$ cat src/rtl/pmod_da4_pkg.sv
// pmod_da4_pkg: shared constants, command codes and FSM states
// for the PmodDA4 SPI frame receiver.
package pmod_da4_pkg;

    localparam int DA4_FRAME_BITS = 32;
    localparam int CMD_MSB        = 27;
    localparam int ADDR_MSB       = 23;
    localparam int DATA_MSB       = 19;

    localparam logic [3:0] WR_IN      = 4'h0;
    localparam logic [3:0] UPD        = 4'h1;
    localparam logic [3:0] WR_UPD_ALL = 4'h2;
    localparam logic [3:0] WR_UPD     = 4'h3;
    localparam logic [3:0] PWR        = 4'h4;
    localparam logic [3:0] REF        = 4'h8;

    typedef enum logic [1:0] {
        ARM   = 2'd0,
        IDLE  = 2'd1,
        SHIFT = 2'd2,
        HOLD  = 2'd3
    } rx_state_e;

endpackage

$ cat src/rtl/pmod_da4_rx_sync.sv
// pmod_da4_rx_sync: 2-flop synchronizer for one async pin plus a
// registered edge detector; level and edge strobes are time-aligned.
module pmod_da4_rx_sync
    import pmod_da4_pkg::*;
#(
    parameter logic RST_VAL = 1'b0
) (
    input  logic i_clk,
    input  logic i_rst,
    input  logic i_pin,
    output logic o_level,
    output logic o_rise,
    output logic o_fall
);

    logic r_meta;
    logic r_sync;
    logic r_prev;
    logic r_rise;
    logic r_fall;

    // synchronize the pin, keep a delayed copy, register its edges
    always_ff @(posedge i_clk) begin
        if (i_rst) begin
            r_meta <= RST_VAL;
            r_sync <= RST_VAL;
            r_prev <= RST_VAL;
            r_rise <= 1'b0;
            r_fall <= 1'b0;
        end else begin
            r_meta <= i_pin;
            r_sync <= r_meta;
            r_prev <= r_sync;
            r_rise <= r_sync & ~r_prev;
            r_fall <= ~r_sync & r_prev;
        end
    end

    assign o_level = r_prev;
    assign o_rise  = r_rise;
    assign o_fall  = r_fall;

endmodule

$ cat src/rtl/pmod_da4_rx.sv
// pmod_da4_rx: oversampling SPI responder for PmodDA4 frames, output
// as AXI-Stream beats. Optional counters: PMOD_DA4_RX_STATS_EN.
module pmod_da4_rx
    import pmod_da4_pkg::*;
#(
    parameter int DATA_W     = 12,
    parameter int FIFO_DEPTH = 2
) (
    input  logic              clk,
    input  logic              rst,
    input  logic              sck,
    input  logic              sdi,
    input  logic              sync_n,
    output logic [8+DATA_W-1:0] m_axis_tdata,
    output logic              m_axis_tvalid,
    input  logic              m_axis_tready,
    output logic              frame_err,
    output logic              drop,
`ifdef PMOD_DA4_RX_STATS_EN
    output logic              busy,
    output logic [15:0]       frame_cnt,
    output logic [15:0]       err_cnt
`else
    output logic              busy
`endif
);

    localparam int BEAT_W  = 8 + DATA_W;
    localparam int PTR_W   = $clog2(FIFO_DEPTH);
    localparam int SHIFT_W = CMD_MSB;

    logic w_sck_fall;
    logic w_sck_rise_unused;
    logic w_sck_lvl_unused;
    logic w_sdi;
    logic w_sdi_rise_unused;
    logic w_sdi_fall_unused;
    logic w_sync_lvl;
    logic w_sync_rise;
    logic w_sync_fall;

    pmod_da4_rx_sync #(.RST_VAL(1'b0)) u_sync_sck (
        .i_clk   (clk),
        .i_rst   (rst),
        .i_pin   (sck),
        .o_level (w_sck_lvl_unused),
        .o_rise  (w_sck_rise_unused),
        .o_fall  (w_sck_fall)
    );

    pmod_da4_rx_sync #(.RST_VAL(1'b0)) u_sync_sdi (
        .i_clk   (clk),
        .i_rst   (rst),
        .i_pin   (sdi),
        .o_level (w_sdi),
        .o_rise  (w_sdi_rise_unused),
        .o_fall  (w_sdi_fall_unused)
    );

    pmod_da4_rx_sync #(.RST_VAL(1'b1)) u_sync_cs (
        .i_clk   (clk),
        .i_rst   (rst),
        .i_pin   (sync_n),
        .o_level (w_sync_lvl),
        .o_rise  (w_sync_rise),
        .o_fall  (w_sync_fall)
    );

    rx_state_e          r_state;
    logic [1:0]         r_arm_cnt;
    logic [4:0]         r_bit_cnt;
    logic [SHIFT_W-1:0] r_shift;
    logic               r_err;
    logic               r_drop;
    logic               w_last;
    logic               w_push;
    logic [BEAT_W-1:0]  w_beat;

    // Only frame bits 27..1 are kept: higher bits fall off the top and
    // the final bit is never part of the beat.
    assign w_last = w_sck_fall &&
                    (r_bit_cnt == 5'(DA4_FRAME_BITS - 1));
    assign w_push = (r_state == SHIFT) && w_last;
    assign w_beat = r_shift[SHIFT_W-1 -: BEAT_W];
    assign busy   = (r_state == SHIFT) || (r_state == HOLD);

    // Frame FSM. ARM waits until sync_n has read high for 4 samples so
    // the reset value of the synchronizer cannot fake an idle line.
    always_ff @(posedge clk) begin
        if (rst) begin
            r_state   <= ARM;
            r_arm_cnt <= 2'd0;
            r_bit_cnt <= 5'd0;
            r_shift   <= '0;
            r_err     <= 1'b0;
        end else begin
            r_err <= 1'b0;
            unique case (r_state)
                ARM: begin
                    if (!w_sync_lvl)
                        r_arm_cnt <= 2'd0;
                    else if (r_arm_cnt == 2'd3)
                        r_state <= IDLE;
                    else
                        r_arm_cnt <= r_arm_cnt + 2'd1;
                end
                IDLE: begin
                    if (w_sync_fall) begin
                        r_bit_cnt <= 5'd0;
                        r_state   <= SHIFT;
                    end
                end
                SHIFT: begin
                    if (w_sck_fall) begin
                        r_shift   <= {r_shift[SHIFT_W-2:0], w_sdi};
                        r_bit_cnt <= r_bit_cnt + 5'd1;
                    end
                    // a rise coinciding with the last bit already
                    // closed the frame, so skip HOLD
                    if (w_last) begin
                        r_state <= w_sync_rise ? IDLE : HOLD;
                    end else if (w_sync_rise) begin
                        r_err   <= 1'b1;
                        r_state <= IDLE;
                    end
                end
                HOLD: begin
                    if (w_sync_rise)
                        r_state <= IDLE;
                end
            endcase
        end
    end

    assign frame_err = r_err;
    assign drop      = r_drop;

    logic [BEAT_W-1:0] r_mem [FIFO_DEPTH];
    logic [PTR_W:0]    r_wptr;
    logic [PTR_W:0]    r_rptr;
    logic [PTR_W:0]    w_count;
    logic              w_empty;
    logic              w_full;
    logic              w_pop;
    logic              w_wr;

    assign w_count = r_wptr - r_rptr;
    assign w_empty = (w_count == '0);
    assign w_full  = (w_count == (PTR_W+1)'(FIFO_DEPTH));
    assign w_pop   = m_axis_tvalid && m_axis_tready;
    assign w_wr    = w_push && (!w_full || w_pop);

    assign m_axis_tvalid = !w_empty;
    assign m_axis_tdata  = w_empty ? '0 : r_mem[r_rptr[PTR_W-1:0]];

    // FIFO pointers and the drop strobe for pushes into a full buffer
    always_ff @(posedge clk) begin
        if (rst) begin
            r_wptr <= '0;
            r_rptr <= '0;
            r_drop <= 1'b0;
        end else begin
            if (w_wr)
                r_wptr <= r_wptr + 1'b1;
            if (w_pop)
                r_rptr <= r_rptr + 1'b1;
            r_drop <= w_push && w_full && !w_pop;
        end
    end

    // FIFO storage; contents are masked by tvalid so need no reset
    always_ff @(posedge clk) begin
        if (w_wr)
            r_mem[r_wptr[PTR_W-1:0]] <= w_beat;
    end

`ifdef PMOD_DA4_RX_STATS_EN
    logic [15:0] r_frame_cnt;
    logic [15:0] r_err_cnt;

    // completed frames (dropped ones too) and error pulses
    always_ff @(posedge clk) begin
        if (rst) begin
            r_frame_cnt <= '0;
            r_err_cnt   <= '0;
        end else begin
            if (w_push)
                r_frame_cnt <= r_frame_cnt + 16'd1;
            r_err_cnt <= r_err_cnt + 16'(r_err) + 16'(r_drop);
        end
    end

    assign frame_cnt = r_frame_cnt;
    assign err_cnt   = r_err_cnt;
`endif

endmodule

$ cat config.mk
export PLATFORM = sky130hd
export DESIGN_NAME = pmod_da4_rx
export DESIGN_NICKNAME = d
export VERILOG_FILES = /design/src/rtl/pmod_da4_pkg.sv /design/src/rtl/pmod_da4_rx_sync.sv /design/src/rtl/pmod_da4_rx.sv
export SDC_FILE = /design/constraint.sdc
export NUM_CORES = 1
export LEC_CHECK = 0
export CAP_MARGIN = 20
export CORE_AREA = 4 4 75 95
export CTS_CLUSTER_DIAMETER = 150
export DETAILED_ROUTE_END_ITERATION = 10
export DIE_AREA = 0 0 79 99
export GPL_TIMING_DRIVEN = 0
export PLACE_DENSITY_LB_ADDON = 0.1
export SYNTH_ARGS = -nofsm -noshare
export SYNTH_HDL_FRONTEND = slang
export SYNTH_SLANG_ARGS = --single-unit
$ cat constraint.sdc
create_clock -name clk -period 9.6 [get_ports clk]
set_clock_uncertainty 0.2 [all_clocks]
set_input_delay 1.44 -clock clk [delete_from_list [all_inputs] [get_ports clk]]
set_output_delay 1.44 -clock clk [all_outputs]
set_load 0.01 [all_outputs]
==> reports/metrics.cfg <==
[outcome]
status=finished, final reports clean

[hold_path]
hold_start=u_sync_sck.r_sync
hold_path_class=reg2reg

[timing]
fin_hold_ws_ns=0.211
fin_crit_sh_pct=40.0
setup-violations-final=0
layout_min_cycle_time_ns=3.84
fmax_ghz=0.260
maxSlewViolCount=0
worst-slew-pin-transition_ns=1.01
finalSetupTns_ns=0
final-hold-violation-count=0
grt_setup_unrepaired=false
relSlewSlack_pct=32.6

[power_and_ir_drop]
leakage_nw=1.43
vdd_drop_max_mv=0.116
powerDensity_nw_per_um2=180

[routing]
vias=2339
ant_nets=0
routed_via_density=5.21
dr.pass1.iters=4
drc=0
wl_um=6200
routedWlPerCell_um=13.8
dr.first_iter.drc_count=76

[synth]
synth_edf_count=40
yosysSeqAreaShare_pct=64.3
synth.area.top_cells=edfxtp_1 (34%), dfxtp_1 (31%), mux2i_1 (6.4%), nand2_1 (5.8%), a21oi_1 (4.6%)
synth_common_cells=dfxtp_1 (55), nand2_1 (55), edfxtp_1 (40)
async_flop_share_pct=0
synth_area_per_cell_um2=11.3
synth.cell_area_um2=3580
synth_ff_type=dfxtp_1
synth_cells=318
synth_cell_type_count=38
yosys_warnings=0
synth_top_area_cell=edfxtp_1
syn_nets=327
synth_seq_cells=95
synth_top_cell_area_share_pct=33.5

[floorplan]
fp.dieH_um=99
initial_utilization_pct=58.1
die-area_um2=7820
std_cell_rows=32
core-area_um2=6170
die_width_um=79
ios=30

[critical_path]
crit_buf_inv=2
critPathArrivalTime_ns=2.20
cpMaxStageDelayCell=clkdlybuf4s50_1
max_stage_delay_ns=0.48
critPathLaunch=r_wptr[1]
required_ns=7.96
crit_type=reg2out
cp-start-kind=flip-flop
cp_top_family=buffers and inverters
critPathMaxFanout=10
end_kind=output port
r2r_start=r_bit_cnt[0]
critical_path.cell_chain=xnor2_1 -> and2_1 -> buf_2 -> nor2_1 -> clkdlybuf4s50_1

[global_routing]
antenna_found_initial=0
grt_first_pass_wirelength_um=10400
grt_max_degree=22
grt_pass1_vias=2208
gr-total-overflow=0
grt_usage_pct=17.4

[finish]
antennaDiodeCount=0
utilization_pct=68.8
instances_no_fill=449
layout.nets=368
layout-drive-gt1-share_pct=9.62
area_growth_pct=18.5
post-route-cell-area_um2=4240

[clock_tree]
clock_path_buffers=2
clock_latency_ns=0.37
htree_num_levels=3
path_clk_slew_ns=0.09
root_buffer=clkbuf_8
cts_tree=yes
cts_sinks=95
cts_setup_buffers=0
ctsResizeCount=0
postCtsHoldBufs=0
numCtsBuffers=9

[run]
max_cap_viol_count=0

[placed_design]
dp.cells=433
numPortBuffers=29
dp_hpwl_um=4150
place_area_um2=3990
place.gp.congestion=0.782

-- metrics by stage --
step	worst slack (ns)	total power [mW]
3_3_place_gp	4.64	0.462
2_1_floorplan	6.09	0.455
4_1_cts	5.71	0.769
3_5_place_dp	5.93	0.464
5_1_grt	5.60	0.790
6_report	5.76	0.763
-- where the power goes --
group | total [mW] | internal [mW] | leakage (nW) | switching, mW
Sequential | 0.426 | 0.423 | 0.816 | 0.00308
Combinational | 0.0286 | 0.0147 | 0.488 | 0.0140
Clock | 0.308 | 0.177 | 0.128 | 0.132
Total | 0.763 | 0.614 | 1.43 | 0.149
-- state kept, by name (all words and copies together), names as in the netlist, 2 cells and up, named ones only --
signal     flops
r_bit_cnt      5
r_state        2
r_shift       27
r_arm_cnt      2
r_wptr         2
r_mem         40
r_rptr         2
-- metal layers --
layer,vias up,GRT usage (%),share of wire [%]
met5,-,0,0
met3,10,4.94,3.0
met2,27,30.2,53
li1,1185,-,-
met1,1117,19.9,42
met4,0,7.14,2.2
-- kinds of logic after synthesis --
| group | synth area share (%) |
|---|---|
| AO/OA/AOI/OAI | 6.78 |
| XOR/XNOR | 0.734 |
| adder cells (fa/ha/maj) | 1.05 |
| buffers and inverters | 2.90 |
| flip-flops | 64.3 |
| multiplexers | 7.37 |
| AND/OR/NAND/NOR | 16.9 |
-- layout make-up --
type                            count  area (µm²)
Clock buffer                       12         176
Fill cell                         508        1920
Tap cell                           85         106
Inverter                            5        18.8
Multi-Input combinational cell    198        1180
Sequential cell                    95        2300
Timing Repair Buffer               30         302
Clock inverter                      4        73.8
Buffer                             20        85.1
-- placed cells by master (no fill, tap or decap), drive strengths merged, types with 4 or more instances in the layout --
master and n:
inv 5, nand2 55, nand2b 4, mux2i 23, a21oi 33, buf 9
edfxtp 40, dfxtp 55, nor2 26, nor2b 7, clkdlybuf4s50 29, nand3b 4
clkbuf 24
-- final timing paths --
kind	slack (ns)	to	cells past startpoint
worst max-delay path	5.76	m_axis_tdata[14]	5
worst min-delay path	0.21	u_sync_sck.o_fall	1
worst max register to register	6.95	r_wptr[1]	6
worst min register to register	0.21	u_sync_sck.o_fall	1
No activity file was read; power rests on OpenSTA's default activity.
